===== src/rtl/dmem_port_arbiter_pkg.sv =====
// Shared definitions for the two-port data-memory arbiter: FSM encoding,
// port identifiers and default timing limits.
package dmem_port_arbiter_pkg;

    localparam logic [1:0] ST_IDLE  = 2'd0;
    localparam logic [1:0] ST_READ  = 2'd1;
    localparam logic [1:0] ST_WRITE = 2'd2;
    localparam logic [1:0] ST_RESP  = 2'd3;

    localparam logic PORT0 = 1'b0;
    localparam logic PORT1 = 1'b1;

    localparam int DEFAULT_MAX_WAIT = 15;
    localparam int DEFAULT_WAIT_W   = 4;

    // One-hot two-bit grant to port id; an all-zero grant maps to port 0.
    function automatic logic grant_to_port(input logic [1:0] grant);
        return grant[1] ? PORT1 : PORT0;
    endfunction

endpackage


===== src/rtl/dmem_port_arbiter_rr_arbiter2.sv =====
// Two-way round-robin arbiter: a lone request wins outright, a tie goes to
// the port that was not granted last.
module rr_arbiter2 (
    input  logic [1:0] req_i,
    input  logic       last_grant_i,
    output logic [1:0] grant_o
);

    always_comb begin
        grant_o = req_i;
        if (req_i == 2'b11) begin
            grant_o = last_grant_i ? 2'b01 : 2'b10;
        end
    end

endmodule


===== src/rtl/dmem_port_arbiter.sv =====
// Shares a single-port data memory between two load/store requesters with
// round-robin arbitration and one transaction in flight.
module dmem_port_arbiter
    import dmem_port_arbiter_pkg::*;
#(
    parameter int DATA_WIDTH = 32,
    parameter int ADDR_WIDTH = 32,
    parameter int MAX_WAIT   = DEFAULT_MAX_WAIT,
    parameter int WAIT_W     = DEFAULT_WAIT_W
) (
    input  logic                  clk,
    input  logic                  reset,
    input  logic                  req0_valid,
    input  logic                  req0_we,
    input  logic [ADDR_WIDTH-1:0] req0_addr,
    input  logic [DATA_WIDTH-1:0] req0_wdata,
    output logic                  req0_done,
    output logic [DATA_WIDTH-1:0] req0_rdata,
    output logic                  req0_err,
    input  logic                  req1_valid,
    input  logic                  req1_we,
    input  logic [ADDR_WIDTH-1:0] req1_addr,
    input  logic [DATA_WIDTH-1:0] req1_wdata,
    output logic                  req1_done,
    output logic [DATA_WIDTH-1:0] req1_rdata,
    output logic                  req1_err,
    output logic                  mem_rd_en,
    output logic                  mem_wr_en,
    output logic [ADDR_WIDTH-1:0] mem_addr,
    output logic [DATA_WIDTH-1:0] mem_wr_data,
    input  logic [DATA_WIDTH-1:0] mem_rd_data,
    input  logic                  mem_ready
);

    localparam logic [WAIT_W-1:0] WAIT_LIMIT = WAIT_W'(MAX_WAIT);

    logic [1:0]            state_q, state_d;
    logic                  port_q, port_d;
    logic                  last_grant_q, last_grant_d;
    logic [ADDR_WIDTH-1:0] addr_q, addr_d;
    logic [DATA_WIDTH-1:0] wdata_q, wdata_d;
    logic [WAIT_W-1:0]     wait_q, wait_d;
    logic [1:0]            grant;
    logic                  finish;
    logic                  timeout;

    rr_arbiter2 u_arb (
        .req_i        ({req1_valid, req0_valid}),
        .last_grant_i (last_grant_q),
        .grant_o      (grant)
    );

    always_comb begin
        state_d      = state_q;
        port_d       = port_q;
        last_grant_d = last_grant_q;
        addr_d       = addr_q;
        wdata_d      = wdata_q;
        wait_d       = wait_q;
        finish       = 1'b0;
        timeout      = 1'b0;
        case (state_q)
            ST_IDLE: begin
                if (req0_valid || req1_valid) begin
                    port_d       = grant_to_port(grant);
                    last_grant_d = grant_to_port(grant);
                    addr_d       = grant[1] ? req1_addr  : req0_addr;
                    wdata_d      = grant[1] ? req1_wdata : req0_wdata;
                    wait_d       = '0;
                    state_d      = (grant[1] ? req1_we : req0_we) ? ST_WRITE : ST_READ;
                end
            end
            ST_READ: begin
                finish  = 1'b1;
                state_d = ST_RESP;
            end
            ST_WRITE: begin
                // mem_ready on the first write cycle still reflects the idle memory.
                if (mem_ready && (wait_q != '0)) begin
                    finish  = 1'b1;
                    state_d = ST_RESP;
                end else if (wait_q == WAIT_LIMIT) begin
                    finish  = 1'b1;
                    timeout = 1'b1;
                    state_d = ST_RESP;
                end else begin
                    wait_d = wait_q + 1'b1;
                end
            end
            default: state_d = ST_IDLE;
        endcase
    end

    always_ff @(posedge clk) begin
        if (reset) begin
            state_q      <= ST_IDLE;
            port_q       <= PORT0;
            last_grant_q <= PORT1;
            addr_q       <= '0;
            wdata_q      <= '0;
            wait_q       <= '0;
        end else begin
            state_q      <= state_d;
            port_q       <= port_d;
            last_grant_q <= last_grant_d;
            addr_q       <= addr_d;
            wdata_q      <= wdata_d;
            wait_q       <= wait_d;
        end
    end

    genvar gi;
    generate
        for (gi = 0; gi < 2; gi++) begin : g_port
            localparam logic PID = 1'(gi);
            logic                  done_q;
            logic                  err_q;
            logic [DATA_WIDTH-1:0] rdata_q;

            always_ff @(posedge clk) begin
                if (reset) begin
                    done_q  <= 1'b0;
                    err_q   <= 1'b0;
                    rdata_q <= '0;
                end else begin
                    done_q <= finish && (port_q == PID);
                    err_q  <= timeout && (port_q == PID);
                    if ((state_q == ST_READ) && (port_q == PID)) begin
                        rdata_q <= mem_rd_data;
                    end
                end
            end
        end
    endgenerate

    assign req0_done   = g_port[0].done_q;
    assign req0_err    = g_port[0].err_q;
    assign req0_rdata  = g_port[0].rdata_q;
    assign req1_done   = g_port[1].done_q;
    assign req1_err    = g_port[1].err_q;
    assign req1_rdata  = g_port[1].rdata_q;

    assign mem_rd_en   = (state_q == ST_READ);
    assign mem_wr_en   = (state_q == ST_WRITE);
    assign mem_addr    = addr_q;
    assign mem_wr_data = wdata_q;

endmodule


===== config.mk =====
export PLATFORM = sky130hd
export DESIGN_NAME = dmem_port_arbiter
export DESIGN_NICKNAME = d
export VERILOG_FILES = /design/src/rtl/dmem_port_arbiter_pkg.sv /design/src/rtl/dmem_port_arbiter_rr_arbiter2.sv /design/src/rtl/dmem_port_arbiter.sv
export SDC_FILE = /design/constraint.sdc
export NUM_CORES = 1
export LEC_CHECK = 0
export ABC_AREA = 1
export CELL_PAD_IN_SITES_DETAIL_PLACEMENT = 0
export CELL_PAD_IN_SITES_GLOBAL_PLACEMENT = 1
export CORE_MARGIN = 2
export CORE_UTILIZATION = 26
export DETAILED_ROUTE_END_ITERATION = 8
export PLACE_DENSITY = 0.84
export SLEW_MARGIN = 20
export SYNTH_ARGS = -nofsm -noshare
export SYNTH_HDL_FRONTEND = slang
export SYNTH_HIERARCHICAL = 1
export SYNTH_SLANG_ARGS = --single-unit

===== constraint.sdc =====
create_clock -name clk -period 1.85 [get_ports clk]
set_clock_uncertainty 0.2 [all_clocks]
set_input_delay 0.37 -clock clk [delete_from_list [all_inputs] [get_ports clk]]
set_output_delay 0.37 -clock clk [all_outputs]
set_load 0.01 [all_outputs]

## Word level (Yosys, flattened, before mapping)

Cells that the tools add are included.

- $add $sub $neg: 1
- $mul: 0
- Div/mod/pow operators: 0
- Order comparisons: 0
- Equality and inequality tests: 8
- Shift operators: 0
- Multiplexer cells: 20
- Bitwise logic cells: 1
- Reductions and logical operators: 14

Operators with widths:

| cell | count |
|---|---|
| 2-to-1 mux 32 bit | 2 |
| 2-to-1 mux 2 bit | 6 |
| 2-to-1 mux 4 bit | 3 |
| case mux 4 bit (2 select lines) | 1 |
| logical AND 1 bit | 7 |
| 2-to-1 mux 1 bit | 6 |
| inequality test 2 bit (second input constant) | 3 |
| case mux 2 bit (3 select lines) | 1 |
| adder 4 x 1 -> 4 bit (second input constant) | 1 |
| == test 2 bit (second input constant) | 2 |
| == test 4 bit (second input constant) | 1 |
| AND reduction 2 bit | 2 |
| AND reduction 4 bit | 1 |
| nonzero test 4 bit | 1 |
| inequality test 3 x 1 -> 1 bit (second input constant) | 1 |
| == test 2 x 1 -> 1 bit (second input constant) | 1 |
| logical NOT 2 bit | 1 |
| case mux 1 bit (2 select lines) | 1 |
| nonzero test 2 bit | 1 |
| logical OR 1 bit | 1 |
| inverter 1 bit | 1 |

- Flip-flop bits (word level): 140
- Latch bits: 0
- Bits in writable memories: 0
- ROM bits: 0
- Bits of input ports: 167
- Output and inout bits: 134
- Memories: 0

## Logic depth before layout (Yosys ltp)

- Depth after elaboration: 6
- Mapped depth: 10
- Depth with buffers taken out: 10

## By module

The synthesis kept the hierarchy.

By module, submodules not included:

| module | instances | cells each | area an instance (µm²) |
|---|---|---|---|
| dmem_port_arbiter | 1 | 732 | 5,521.5 |
| rr_arbiter2 | 1 | 5 | 21.3 |

## Least setup slack after synthesis

OpenSTA, ideal clock, no wires.

- Path kind: register to register
- Start: register state_q[0]
- End: register wait_q[0]
- Setup time: 0.114 ns
- Arrival time: 1.308 ns
- Setup slack: 0.229 ns
- Cell stages (with the launch flop): 9
- Period minus slack after synthesis: 1.621 ns
- Cell sequence: dfxtp_1 inv_1 ha_1 buf_2 nor2_1 a21oi_1 nand3_2 a21oi_1 nor2_1

- Longest elaborated chain between the ends: 3
- Elaborated cells between the ends (all ways): 8
- Classes of those cells: 4 x eq/ne; 1 x mux; 3 x reduce/logical

Ends and longest elaborated chain:

| what | RTL line | text |
|---|---|---|
| start, declared | dmem_port_arbiter.sv:37 | `logic [1:0] state_q, state_d;` |
| start signal, assigned | dmem_port_arbiter.sv:103 | `state_q <= state_d;` |
| == test 2 bit (*) | n/a |  |
| via mem_wr_en | dmem_port_arbiter.sv:28 | `output logic mem_wr_en,` |
| inequality test 2 bit (no source line) / nonzero test 2 bit (equally long branches) | n/a |  |
| AND reduction 4 bit (no source line) | n/a |  |
| end signal, assigned | dmem_port_arbiter.sv:108 | `wait_q <= wait_d;` |
| end, declared | dmem_port_arbiter.sv:42 | `logic [WAIT_W-1:0] wait_q, wait_d;` |

Mark *: on every way through the listed nets, which the timed path passes. The rest lies on a longest branch.
A chain may end at the register's enable or synchronous reset.

## Worst setup path after layout

- Start: register state_q[0]
- End: output mem_wr_en

- Longest elaborated chain between the ends: 1

Ends and longest elaborated chain:

| what | RTL line | text |
|---|---|---|
| == test 2 bit | dmem_port_arbiter.sv:144 | `assign mem_wr_en = (state_q == ST_WRITE);` |
| end, declared | dmem_port_arbiter.sv:28 |  |

Every way passes these cells.

==> summary.md <==
| Metric | Value |
|---|---|
| Hold_buf cts | 0 |
| Number of CTS-inserted buffers | 17 |
| GRT Total Usage | 0.163 |
| Startpoint types | flip-flop |
| N_diodes | 0 |
| Syn-to-layout area delta | 71.9% |
| Dpl cells | 1,285 |
| F_max | 559 MHz |
| GR Util met1 | 0.190 |
| WP data arrival | 1220 ps |
| Finish-stage setup viols | 0 |
| Max Cap Viol | 0 |
| FP Rows | 53 |
| Critical path cell sequence | inv_2 -> ha_4 -> clkdlybuf4s15_2 |
| CTS Root Cell | clkbuf_16 |
| GR met2 Demand/Resource | 0.275 |
| Crit path largest cell delay | 380 ps |
| First-pass GRT wire length | 29,000 µm |
| FF-to-FF setup slack | 170 ps |
| WS Path Type | reg2out |
| Ports | 301 |
| GR Util met3 | 0.0686 |
| Die H | 150 µm |
| Initial DRC count | 194 |
| WHS Endpoint | req1_rdata[28]$_SDFFE_PP0P_ |
| Via Count | 5,884 |
| Routability Congestion | 0.750 |
| Largest net degree at the start of global routing | 50 |
| CTS Sinks | 140 |
| Peak supply drop | 505 µV |
| Post-Layout Cell Count | 1,317 |
| DR vias/cell | 4.47 |
| Headroom to the max-slew limit | 0.739 |
| Worst Setup End Kind | primary output |
| GR Overflow Total | 0 |
| Post-Syn Area | 5530 µm² |
| Final Routed Wirelength | 18,800 µm |
| Post-DR wirelength/cell | 14.3 µm |
| Leakage | 4.30 nW |
| Place WS | -237 ps |
| Vias in the first global route | 5,634 |
| Worst hold stages | 2 |
| Core area | 21,000 µm² |
| Max Root-Sink Buffers | 2 |
| Area of the die | 22,500 µm² |
| Number of port buffers | 300 |
| Clock latency at the later pin of the worst-skew pair | 410 ps |
| Pwr Density | 1290 nW/µm² |
| Initial core utilization | 0.264 |
| Syn_nets | 907 |
| Critical R2R Launch | state_q[0]$_SDFFE_PP0P_ |
| Worst hold path class | reg2reg |
| Most frequent cells in the layout | 166 x clkdlybuf4s50_1, 157 x nand2_1, 142 x nor2_1 |
| Critical Path RT | 1280 ps |
| First-pass detailed-route iteration total | 4 |
| Most common cell after layout, fill and taps aside | clkdlybuf4s50_1 |
| PnR worst setup slack | 61.0 ps |
| Reg2Reg Capture Point | mem_addr[8]$_SDFFE_PP0P_ |
| Clock slew at the register clock pins of the worst setup and hold paths | 60 ps |
| Syn Area/Cell | 7.53 µm² |
| Htree depth | 4 |
| Final core occ | 0.454 |
| Slowest-stage cell, CP | dfxtp_4 |
| Busiest grt layer | met2 |
| Synth warn | 6 |
| CTS tree | yes |
| Final hold viol count | 0 |
| Final worst path period share | 0.967 |
| RSZ-0062 raised after global routing | no |
| Post-CTS setup buffer count | 0 |
| Antenna violations before repair | 0 |
| R2r worst-path depth | 7 |
| CP Max Fanout | 4 |
| Hold Path Origin | req1_rdata[28]$_SDFFE_PP0P_ |
| Nets | 1,202 |
| Post-route DRC | 0 |
| Worst-Margin Slew | 391 ps |
| Die X | 150 µm |
| Ratio of cells with drive above 1 in the final layout | 0.0758 |
| Slew Limit Fails | 0 |
| DRT antenna net count | 0 |
| DP Wirelength | 13,700 µm |
| Mapped Cells | 734 |
| Status | finished clean |
| Minimum clock period | 1790 ps |
[metrics by stage]
step	power, mW	area (µm²)	hold WS (ps)	TNS (ps)
after CTS	12.4	9470	281	-15.3
after global placement	9.11	8990	261	-8880
after global routing	13.1	9510	291	0
after floorplan	6.57	5530	239	0
after detailed placement	9.14	8990	271	-11780
final	12.3	9510	274	0
[worst max-delay path: cells and delay by family (launching register included)]
family                     cells  cell delay (ps)
buffers and inverters          2              270
adders and majority gates      1              160
DFF                            1              380
[power breakdown]
group	total (mW)	switching, mW	internal, mW
registers	4.26	0.410	3.85
logic	4.30	2.33	1.98
clock network	3.73	1.44	2.30
[layer usage]
| metal | share of wire | up-vias |
|---|---|---|
| met2 | 0.47 | 228 |
| li1 | - | 3035 |
| met5 | 0 | - |
| met3 | 0.099 | 16 |
| met1 | 0.42 | 2605 |
| met4 | 0.012 | 0 |
[cell type report]
cell class / count / area [µm²]
Tap cell: 275 / 344
Inverter: 18 / 70.1
Fill cell: 2157 / 11400
Clock buffer: 18 / 429
Timing Repair Buffer: 331 / 3230
Clock inverter: 14 / 208
Multi-Input combinational cell: 521 / 2410
Sequential cell: 140 / 2810
[repair_timing]
action / CTS / global route
resized for setup: 141 / 11
pin swaps: 1 / 1
endpoints found under the setup margin: 133 / 33
[sequential cells by signal (all words and copies together) (netlist names), 2 cells and up]
signal,count
mem_addr,32
mem_wr_data,32
req0_rdata,32
req1_rdata,32
state_q,2
wait_q,4
[how the worst max path moves through the flow]
stage                                        from                        to  slack (ps)
after CTS                 state_q[0]$_SDFFE_PP0P_                 mem_wr_en         -10
after floorplan           state_q[0]$_SDFFE_PP0P_    wait_q[0]$_SDFFE_PP0P_         230
after global placement                 req1_valid  mem_addr[3]$_SDFFE_PP0P_        -170
after detailed placement               req1_valid  mem_addr[8]$_SDFFE_PP0P_        -240
final                     state_q[0]$_SDFFE_PP0P_                 mem_wr_en          60
after global routing      state_q[0]$_SDFFE_PP0P_                 mem_wr_en           6
(Power assumes the default switching activity.)
